--- config.mk ---
export PLATFORM = sky130hd
export DESIGN_NAME = bcd_to_bin_flat
export DESIGN_NICKNAME = d
export VERILOG_FILES = /design/src/rtl/bcd_to_bin_if.sv /design/src/rtl/bcd_to_bin.sv /design/src/flat_wrapper.sv
export SDC_FILE = /design/constraint.sdc
export NUM_CORES = 1
export LEC_CHECK = 0
export ABC_AREA = 1
export BUFFER_PORTS_ARGS = -buffer_cell sky130_fd_sc_hd__buf_2
export CAP_MARGIN = 20
export CORE_UTILIZATION = 45
export CTS_CLUSTER_SIZE = 30
export DETAILED_ROUTE_END_ITERATION = 10
export GPL_ROUTABILITY_DRIVEN = 0
export PLACE_DENSITY = 0.68
export RECOVER_POWER = 100
export SLEW_MARGIN = 15
export SYNTH_ARGS = -nofsm -noshare
export SYNTH_HDL_FRONTEND = slang
export SYNTH_SLANG_ARGS = --single-unit
--- constraint.sdc ---
create_clock -name clk -period 1.7 [get_ports clk]
set_clock_uncertainty 0.2 [all_clocks]
set_input_delay 0.34 -clock clk [delete_from_list [all_inputs] [get_ports clk]]
set_output_delay 0.34 -clock clk [all_outputs]
set_load 0.02 [all_outputs]
--- src/rtl/bcd_to_bin_if.sv ---
// Handshake and data bundle for the BCD-to-binary entry converter.
// The master drives the request and the digits; the slave returns the result and status.
interface bcd_to_bin_if #(
  parameter int BIN_W = 14
);
  logic             start;
  logic [3:0]       thous;
  logic [3:0]       hunds;
  logic [3:0]       tens;
  logic [3:0]       ones;
  logic [BIN_W-1:0] freq;
  logic             busy;
  logic             done;
  logic             err;

  modport master (
    output start, thous, hunds, tens, ones,
    input  freq, busy, done, err
  );

  modport slave (
    input  start, thous, hunds, tens, ones,
    output freq, busy, done, err
  );
endinterface

--- src/rtl/bcd_to_bin.sv ---
// Iterative reverse double-dabble: four packed BCD digits -> BIN_W-bit binary, one step per clock.
// Optional macro BCD_LEADING_BLANK_EN treats leading 4'hF digits as blanks that convert as 0.

module bcd_to_bin_chk (
  input logic        clk,
  input logic        rst_n,
  input logic        last_step,
  input logic [15:0] sr_bcd_next
);
  // For valid digits the BCD register is fully drained when the final step lands.
  a_bcd_drained: assert property (@(posedge clk) disable iff (!rst_n)
    last_step |-> (sr_bcd_next == 16'h0000));
endmodule

module bcd_to_bin #(
  parameter int BIN_W = 14
) (
  input logic         clk,
  input logic         rst_n,
  bcd_to_bin_if.slave bus
);
  localparam int CNT_W = $clog2(BIN_W + 1);

  typedef enum logic [1:0] {
    ST_IDLE   = 2'd0,
    ST_SHIFT  = 2'd1,
    ST_REJECT = 2'd2
  } state_t;

  function automatic logic digit_ok(input logic [3:0] d);
    logic ok;
    if (d <= 4'd9) begin
      ok = 1'b1;
    end else begin
      ok = 1'b0;
    end
    return ok;
  endfunction

  // Per-nibble correction after the right shift; no borrow crosses nibble boundaries.
  function automatic logic [15:0] bcd_adjust(input logic [15:0] v);
    logic [15:0] r;
    r = v;
    for (int i = 0; i < 4; i++) begin
      if (v[4*i +: 4] >= 4'd8) begin
        r[4*i +: 4] = v[4*i +: 4] - 4'd3;
      end else begin
        r[4*i +: 4] = v[4*i +: 4];
      end
    end
    return r;
  endfunction

  state_t           state_r, state_s;
  logic [15:0]      sr_bcd_r, sr_bcd_s;
  logic [BIN_W-1:0] sr_bin_r, sr_bin_s;
  logic [CNT_W-1:0] cnt_r, cnt_s;
  logic [BIN_W-1:0] freq_r, freq_s;
  logic             busy_r, busy_s;
  logic             done_r, done_s;
  logic             err_r, err_s;

  logic [15:0]      dig_s;
  logic [15:0]      load_s;
  logic             digits_ok_s;
  logic [15:0]      bcd_shift_s;
  logic [15:0]      bcd_fix_s;
  logic [BIN_W-1:0] bin_shift_s;
  logic             last_step_s;

  assign dig_s = {bus.thous, bus.hunds, bus.tens, bus.ones};

`ifdef BCD_LEADING_BLANK_EN
  logic [3:0] blank_s;

  // A digit is blank only if it and every more-significant digit are 4'hF.
  assign blank_s[3] = (dig_s[15:12] == 4'hF);
  assign blank_s[2] = blank_s[3] & (dig_s[11:8] == 4'hF);
  assign blank_s[1] = blank_s[2] & (dig_s[7:4]  == 4'hF);
  assign blank_s[0] = blank_s[1] & (dig_s[3:0]  == 4'hF);

  // Validate digits and substitute 0 for leading blanks.
  always_comb begin
    load_s      = 16'h0000;
    digits_ok_s = 1'b1;
    for (int i = 0; i < 4; i++) begin
      if (blank_s[i]) begin
        load_s[4*i +: 4] = 4'h0;
      end else if (digit_ok(dig_s[4*i +: 4])) begin
        load_s[4*i +: 4] = dig_s[4*i +: 4];
      end else begin
        load_s[4*i +: 4] = 4'h0;
        digits_ok_s      = 1'b0;
      end
    end
  end
`else
  // Validate digits; any code above 9 rejects the request.
  always_comb begin
    load_s      = dig_s;
    digits_ok_s = 1'b1;
    for (int i = 0; i < 4; i++) begin
      if (digit_ok(dig_s[4*i +: 4])) begin
        digits_ok_s = digits_ok_s;
      end else begin
        digits_ok_s = 1'b0;
      end
    end
  end
`endif

  // One step of the combined {sr_bcd, sr_bin} right shift with nibble correction.
  always_comb begin
    bcd_shift_s = {1'b0, sr_bcd_r[15:1]};
    bcd_fix_s   = bcd_adjust(bcd_shift_s);
    bin_shift_s = {sr_bcd_r[0], sr_bin_r[BIN_W-1:1]};
    last_step_s = (state_r == ST_SHIFT) && (cnt_r == CNT_W'(BIN_W - 1));
  end

  // Next-state and next-output logic of the conversion FSM.
  always_comb begin
    state_s  = state_r;
    sr_bcd_s = sr_bcd_r;
    sr_bin_s = sr_bin_r;
    cnt_s    = cnt_r;
    freq_s   = freq_r;
    busy_s   = 1'b0;
    done_s   = 1'b0;
    err_s    = err_r;
    case (state_r)
      ST_IDLE: begin
        if (bus.start && digits_ok_s) begin
          sr_bcd_s = load_s;
          sr_bin_s = '0;
          cnt_s    = '0;
          err_s    = 1'b0;
          busy_s   = 1'b1;
          state_s  = ST_SHIFT;
        end else if (bus.start) begin
          done_s  = 1'b1;
          err_s   = 1'b1;
          state_s = ST_REJECT;
        end else begin
          state_s = ST_IDLE;
        end
      end
      ST_SHIFT: begin
        sr_bcd_s = bcd_fix_s;
        sr_bin_s = bin_shift_s;
        cnt_s    = cnt_r + CNT_W'(1);
        if (last_step_s) begin
          freq_s  = bin_shift_s;
          done_s  = 1'b1;
          state_s = ST_IDLE;
        end else begin
          busy_s  = 1'b1;
          state_s = ST_SHIFT;
        end
      end
      ST_REJECT: begin
        state_s = ST_IDLE;
      end
      default: begin
        state_s = ST_IDLE;
      end
    endcase
  end

  // State, datapath and registered outputs.
  always_ff @(posedge clk or negedge rst_n) begin
    if (!rst_n) begin
      state_r  <= ST_IDLE;
      sr_bcd_r <= 16'h0000;
      sr_bin_r <= '0;
      cnt_r    <= '0;
      freq_r   <= '0;
      busy_r   <= 1'b0;
      done_r   <= 1'b0;
      err_r    <= 1'b0;
    end else begin
      state_r  <= state_s;
      sr_bcd_r <= sr_bcd_s;
      sr_bin_r <= sr_bin_s;
      cnt_r    <= cnt_s;
      freq_r   <= freq_s;
      busy_r   <= busy_s;
      done_r   <= done_s;
      err_r    <= err_s;
    end
  end

  assign bus.freq = freq_r;
  assign bus.busy = busy_r;
  assign bus.done = done_r;
  assign bus.err  = err_r;

  bcd_to_bin_chk u_chk (
    .clk         (clk),
    .rst_n       (rst_n),
    .last_step   (last_step_s),
    .sr_bcd_next (bcd_fix_s)
  );
endmodule

--- src/flat_wrapper.sv ---
// flat-port wrapper written by rule: the top's interface ports become plain ports
module bcd_to_bin_flat 
#(
  parameter int BIN_W = 14
)
  (clk, rst_n, bus_start, bus_thous, bus_hunds, bus_tens, bus_ones, bus_freq, bus_busy, bus_done, bus_err);
  bcd_to_bin_if #(.BIN_W(BIN_W)) bus_i ();
  input logic clk;
  input logic rst_n;
  input wire logic [$bits(bus_i.start)-1:0] bus_start;
  input wire logic [$bits(bus_i.thous)-1:0] bus_thous;
  input wire logic [$bits(bus_i.hunds)-1:0] bus_hunds;
  input wire logic [$bits(bus_i.tens)-1:0] bus_tens;
  input wire logic [$bits(bus_i.ones)-1:0] bus_ones;
  output wire logic [$bits(bus_i.freq)-1:0] bus_freq;
  output wire logic [$bits(bus_i.busy)-1:0] bus_busy;
  output wire logic [$bits(bus_i.done)-1:0] bus_done;
  output wire logic [$bits(bus_i.err)-1:0] bus_err;
  assign bus_i.start = bus_start;
  assign bus_i.thous = bus_thous;
  assign bus_i.hunds = bus_hunds;
  assign bus_i.tens = bus_tens;
  assign bus_i.ones = bus_ones;
  assign bus_freq = bus_i.freq;
  assign bus_busy = bus_i.busy;
  assign bus_done = bus_i.done;
  assign bus_err = bus_i.err;
  bcd_to_bin #(.BIN_W(BIN_W)) u_core (.clk(clk), .rst_n(rst_n), .bus(bus_i));
endmodule
# After elaboration in Yosys (flattened, before gate mapping)
# Cells that the tools add are included.
# W data, S select, Z words.
word_totals:
  regBits: 53
  output_inout_bits: 17
  wordCells: 60
op_classes:
  add_sub_neg: 4
  order_cmp: 7
  n_eq_ne: 3
  mux: 30
  n_reduce_logical: 8
op_table:
  columns: ["operator", "count"]
  rows:
  - ["$pmux W16 S2", 1]
  - ["$pmux W14 S2", 1]
  - ["$le A4 B4 Y1 const B", 4]
  - ["$mux W1", 16]
  - ["$mux W16", 1]
  - ["$mux W4", 4]
  - ["$mux W14", 1]
  - ["$ge A4 B4 Y1 const B", 3]
  - ["$sub A4 B2 Y4 const B", 3]
  - ["$pmux W4 S2", 1]
  - ["$reduce_and A2 Y1", 3]
  - ["$add A4 B1 Y4 const B", 1]
  - ["$eq A4 B4 Y1 const B", 1]
  - ["$mux W2", 2]
  - ["$pmux W1 S2", 2]
  - ["$pmux W2 S2", 1]
  - ["$reduce_bool A2 Y1", 2]
  - ["$eq A2 B1 Y1 const B", 1]
  - ["$logic_and A1 B1 Y1", 2]
  - ["$logic_not A2 Y1", 1]
  - ["$ne A2 B1 Y1 const B", 1]

# Longest topological paths before layout
logic_depth:
  ltp_word: 9
  mapped_depth: 8
  ltp_nobuf: 8

# Worst setup path after synthesis
# Ideal clock, no wire load.
synth_path:
  path_type: "reg-to-reg"
  from: "register u_core.cnt_r[0]"
  to: "register u_core.freq_r[10] (netlist: u_core.bus.freq[10])"
  setup_time_ns: 0.125
  t_arrival_ns: 1.280
  t_required_ns: 1.375
  path_slack_ns: 0.094
  stages_incl_launch_ff: 7
  n_path_buf: 1
  period_less_slack_ns: 1.606
  path_cell_list: "dfrtp_1 ha_1 nand2_1 nor2_2 nand2_2 buf_6 mux2_4"
synth_between:
  elab_chain_cells: 3
synth_lines:
  columns: ["element", "line_no", "rtl"]
  rows:
  - ["start: declaration", "bcd_to_bin.sv:57", "logic [CNT_W-1:0] cnt_r, cnt_s;"]
  - ["start signal: assignment", "bcd_to_bin.sv:184", "cnt_r <= cnt_s;"]
  - ["$eq A4 B4 Y1", "bcd_to_bin.sv:117", "last_step_s = (state_r == ST_SHIFT) && (cnt_r == CNT_W'(BIN_W - 1));"]
  - ["$logic_and A1 B1 Y1", "bcd_to_bin.sv:117", null]
  - ["$reduce_and A2 Y1 (no source line)", null, null]
  - ["end signal: assignment", "bcd_to_bin.sv:185", "freq_r <= freq_s;"]
  - ["end: declaration", "bcd_to_bin.sv:58", "logic [BIN_W-1:0] freq_r, freq_s;"]
# Every way passes these cells.
# A chain may end at the register's enable or synchronous reset.

# Worst setup path after layout
layout_path:
  from: "register u_core.cnt_r[1]"
  to: "register u_core.freq_r[4] (netlist: u_core.bus.freq[4])"
# The elaborated chain is that of the path after synthesis.

==> summary.txt <==
Hold Crit Class -> in -> reg
Leading area contributor after synthesis -> dfrtp_1
DRC Markers -> 0
CTS tree -> done
Syn nets -> 317
Layout area overhead -> 16.0%
Synth top area cells -> dfrtp_1, nand2_1, nand3_1
Fin. Hold Viols -> 0
Synth Area in XOR/XNOR -> 1.38%
Routed length per instance -> 11.9 µm
Post-synth top flop -> dfrtp_1
Least-Margin Pin Slew -> 0.475 ns
Hold_sp -> bus_thous[3]
Maximum VDD drop -> 0.512 mV
Post-synth EDFFs -> 0
Reg2Reg Setup Slack -> 0.06 ns
Worst reg2reg path depth -> 7
CP max stage delay -> 0.41 ns
Leak Pwr -> 0.00153 µW
Crit-path slowest cell -> dfrtp_1
Worst-path fanout max -> 14
Vias in the first global route -> 1876
Worst-path clk slew -> 0.09 ns
Die height -> 77.1 µm
Remaining antenna violation count -> 0
Num ports -> 36
Die width -> 77.1 µm
Final Non-Filler Cells -> 402
First-pass GRT wire length -> 8.47 mm
Avg Vias per Cell -> 4.91
Synth Area per Inst -> 8.75 µm²
Final setup fails -> 0
Yosys top cell area share -> 50.3%
Root buffer cell -> clkbuf_8
Register area share after synthesis -> 50.3%
Crit path capture type -> flop
Setup ws final -> 0.0579 ns
Total power -> 4310 µW
Synth Area in Adders -> 3.95%
IO Port Bufs -> 35
Num rows -> 26
Core area -> 0.00527 mm²
Max-slew violations -> 0
Largest family of logic cells by synthesized area -> simple AND/OR/NAND/NOR gates
Placed insts -> 390
Yosys cell types -> 24
Via count -> 1973
Critical path cell sequence -> inv_1 -> ha_1 -> nand2_1 -> nor2_2 -> nand2_2 -> buf_12 -> mux2_1
DR pass1 iterations -> 5
Remaining Overflow, GRT -> 0
Post-synth ARST share -> 100%
DRT iter0 DRCs -> 84
Critical Path RT -> 1.69 ns
Critical register-to-register path endpoint -> u_core.bus.freq[4]$_DFFE_PN0P_
Ys Warns -> 0
Crit Path Category -> reg -> reg
Initial Utilization -> 48.1%
Nets -> 358
Synth cell count leaders -> nand2_1, dfrtp_1, nand3_1, inv_1, nor2_1
Final WL -> 4.77 mm
Dpl ws -> 0.0421 ns
Clock Sinks -> 51
TritonCTS Buffers -> 5
Global-route usage over all layers -> 17.6%
Mux share of post-synthesis cell area -> 7.55%
Synth Area in Compound Gates -> 4.59%
Outcome -> finished clean
CTS HTree Levels -> 2
DIE AREA -> 0.00594 mm²
Cell count after synthesis -> 290
DPL Wire Length -> 3.39 mm
Fmax -> 609 MHz
Minimum clock period -> 1.64 ns
#FFs+latches synth -> 51
Power Dens Cells -> 1470 mW/mm²
Synth Cell Area -> 0.00254 mm²
Clk_lat worst skew -> 0.30 ns
CP startpoint kind -> flop
Simple-gate area share of the yosys netlist -> 25.9%
CP arrival -> 1.63 ns
Max_cap viols -> 0
Ant. Diodes -> 0
Layout cell share with drive strength beyond 1 -> 17.2%
Critical Path Start -> u_core.cnt_r[1]$_DFFE_PN0P_
Bufs on Longest Clock Path -> 2
Count leader, synth -> nand2_1
Slew HR -> 68.3%
Fin crit share -> 96.6%
Initial antenna violation count -> 0
Reg-to-Reg Start -> u_core.cnt_r[1]$_DFFE_PN0P_
Largest net degree at the start of global routing -> 52
Crit path to -> u_core.bus.freq[4]$_DFFE_PN0P_
-- layout by cell type (no fill, tap or decap) --
master,instances
nand2_1,97
dfrtp_1,51
nand3_1,37
inv_1,19
clkbuf_1,18
buf_2,17
nor2_1,11
mux2_4,10
o21ai_0,8
ha_1,8
a21oi_1,7
buf_4,7
clkbuf_8,5
xnor2_1,4
mux2_1,4
clkbuf_2,4
nor2_2,3
nand2_2,3
o22ai_1,3
o21ai_1,3
or2_0,2
buf_12,2
inv_2,1
nand3_2,1
o21a_1,1
and3_1,1
inv_6,1
clkinv_4,1
bufinv_16,1
dlygate4sd3_1,1
clkbuf_4,1
-- final cells by class --
| cell class | count | area (µm²) |
|---|---|---|
| clock buffer | 5 | 68.8 |
| inverter | 20 | 75.1 |
| multi-input combinational | 203 | 1100 |
| sequential | 51 | 1280 |
| tap | 70 | 87.6 |
| timing repair buffer | 50 | 283 |
| clock inverter | 3 | 47.5 |
| fill | 496 | 2330 |
-- repair_timing --
item                                    4_1_cts  5_1_grt
hold buffers                                  1        0
setup buffers                                 0        3
hold endpoints to repair                     18        0
resized for setup                             0        1
endpoints found under the setup margin        0        7
-- logic make-up (layout without fill, tap and decap cells) --
group | count (synthesis) | count (layout)
xor+xnor | 4 | 4
compound gates | 22 | 22
mux | 14 | 14
fa+ha+maj | 8 | 8
flops | 51 | 51
buf+inv | 36 | 78
simple gates | 155 | 155
-- critical path: cells and delay by family, from the launching register on --
family                   cells  cell delay, ns
adder cells (fa/ha/maj)      1            0.13
buffers and inverters        2            0.22
flip-flops                   1            0.41
multiplexers                 1            0.30
AND/OR/NAND/NOR              3            0.26
-- report_power, final --
group          switching (µW)  internal (µW)
clock network             403            446
registers                 405           1660
logic                     788            612
total                    1600           2710
-- sequential cells by signal, summed over array words and instances, names as in the netlist --
name and flops:
u_core.bus.done 1, u_core.bus.err 1, u_core.bus.freq 14, u_core.cnt_r 4, u_core.sr_bcd_r 16, u_core.sr_bin_r 13, u_core.state_r 2
-- routing by layer --
layer	vias to the layer above	GRT usage (%)	share of wire (%)
met1	924	24.3	47
li1	1000	-	-
met4	0	5.09	1.1
met2	42	28.4	48
met3	7	3.21	3.9
met5	-	0	0
-- through the flow --
| step | utilization [%] | cell area [µm²] | hold WS, ns | TNS [ns] |
|---|---|---|---|---|
| floorplan | - | 2540 | -0.156 | 0 |
| global placement | 53.8 | 2830 | 0.126 | 0 |
| detailed placement | 53.8 | 2830 | 0.124 | 0 |
| CTS | 56.2 | 2960 | 0.101 | 0 |
| global route | 55.8 | 2940 | 0.110 | -0.0602 |
| finish | 55.8 | 2940 | 0.103 | 0 |
-- worst min path at each step --
stage | endpoint | cells past startpoint
CTS | u_core.sr_bcd_r[15]$_DFFE_PN0P_ | 3
global route | u_core.sr_bcd_r[15]$_DFFE_PN0P_ | 3
finish | u_core.sr_bcd_r[15]$_DFFE_PN0P_ | 3
global placement | u_core.sr_bcd_r[1]$_DFFE_PN0P_ | 1
detailed placement | u_core.sr_bcd_r[1]$_DFFE_PN0P_ | 1
floorplan | u_core.bus.done$_DFF_PN0_ | 0
Note: power is estimated with default switching activity, not from simulation.
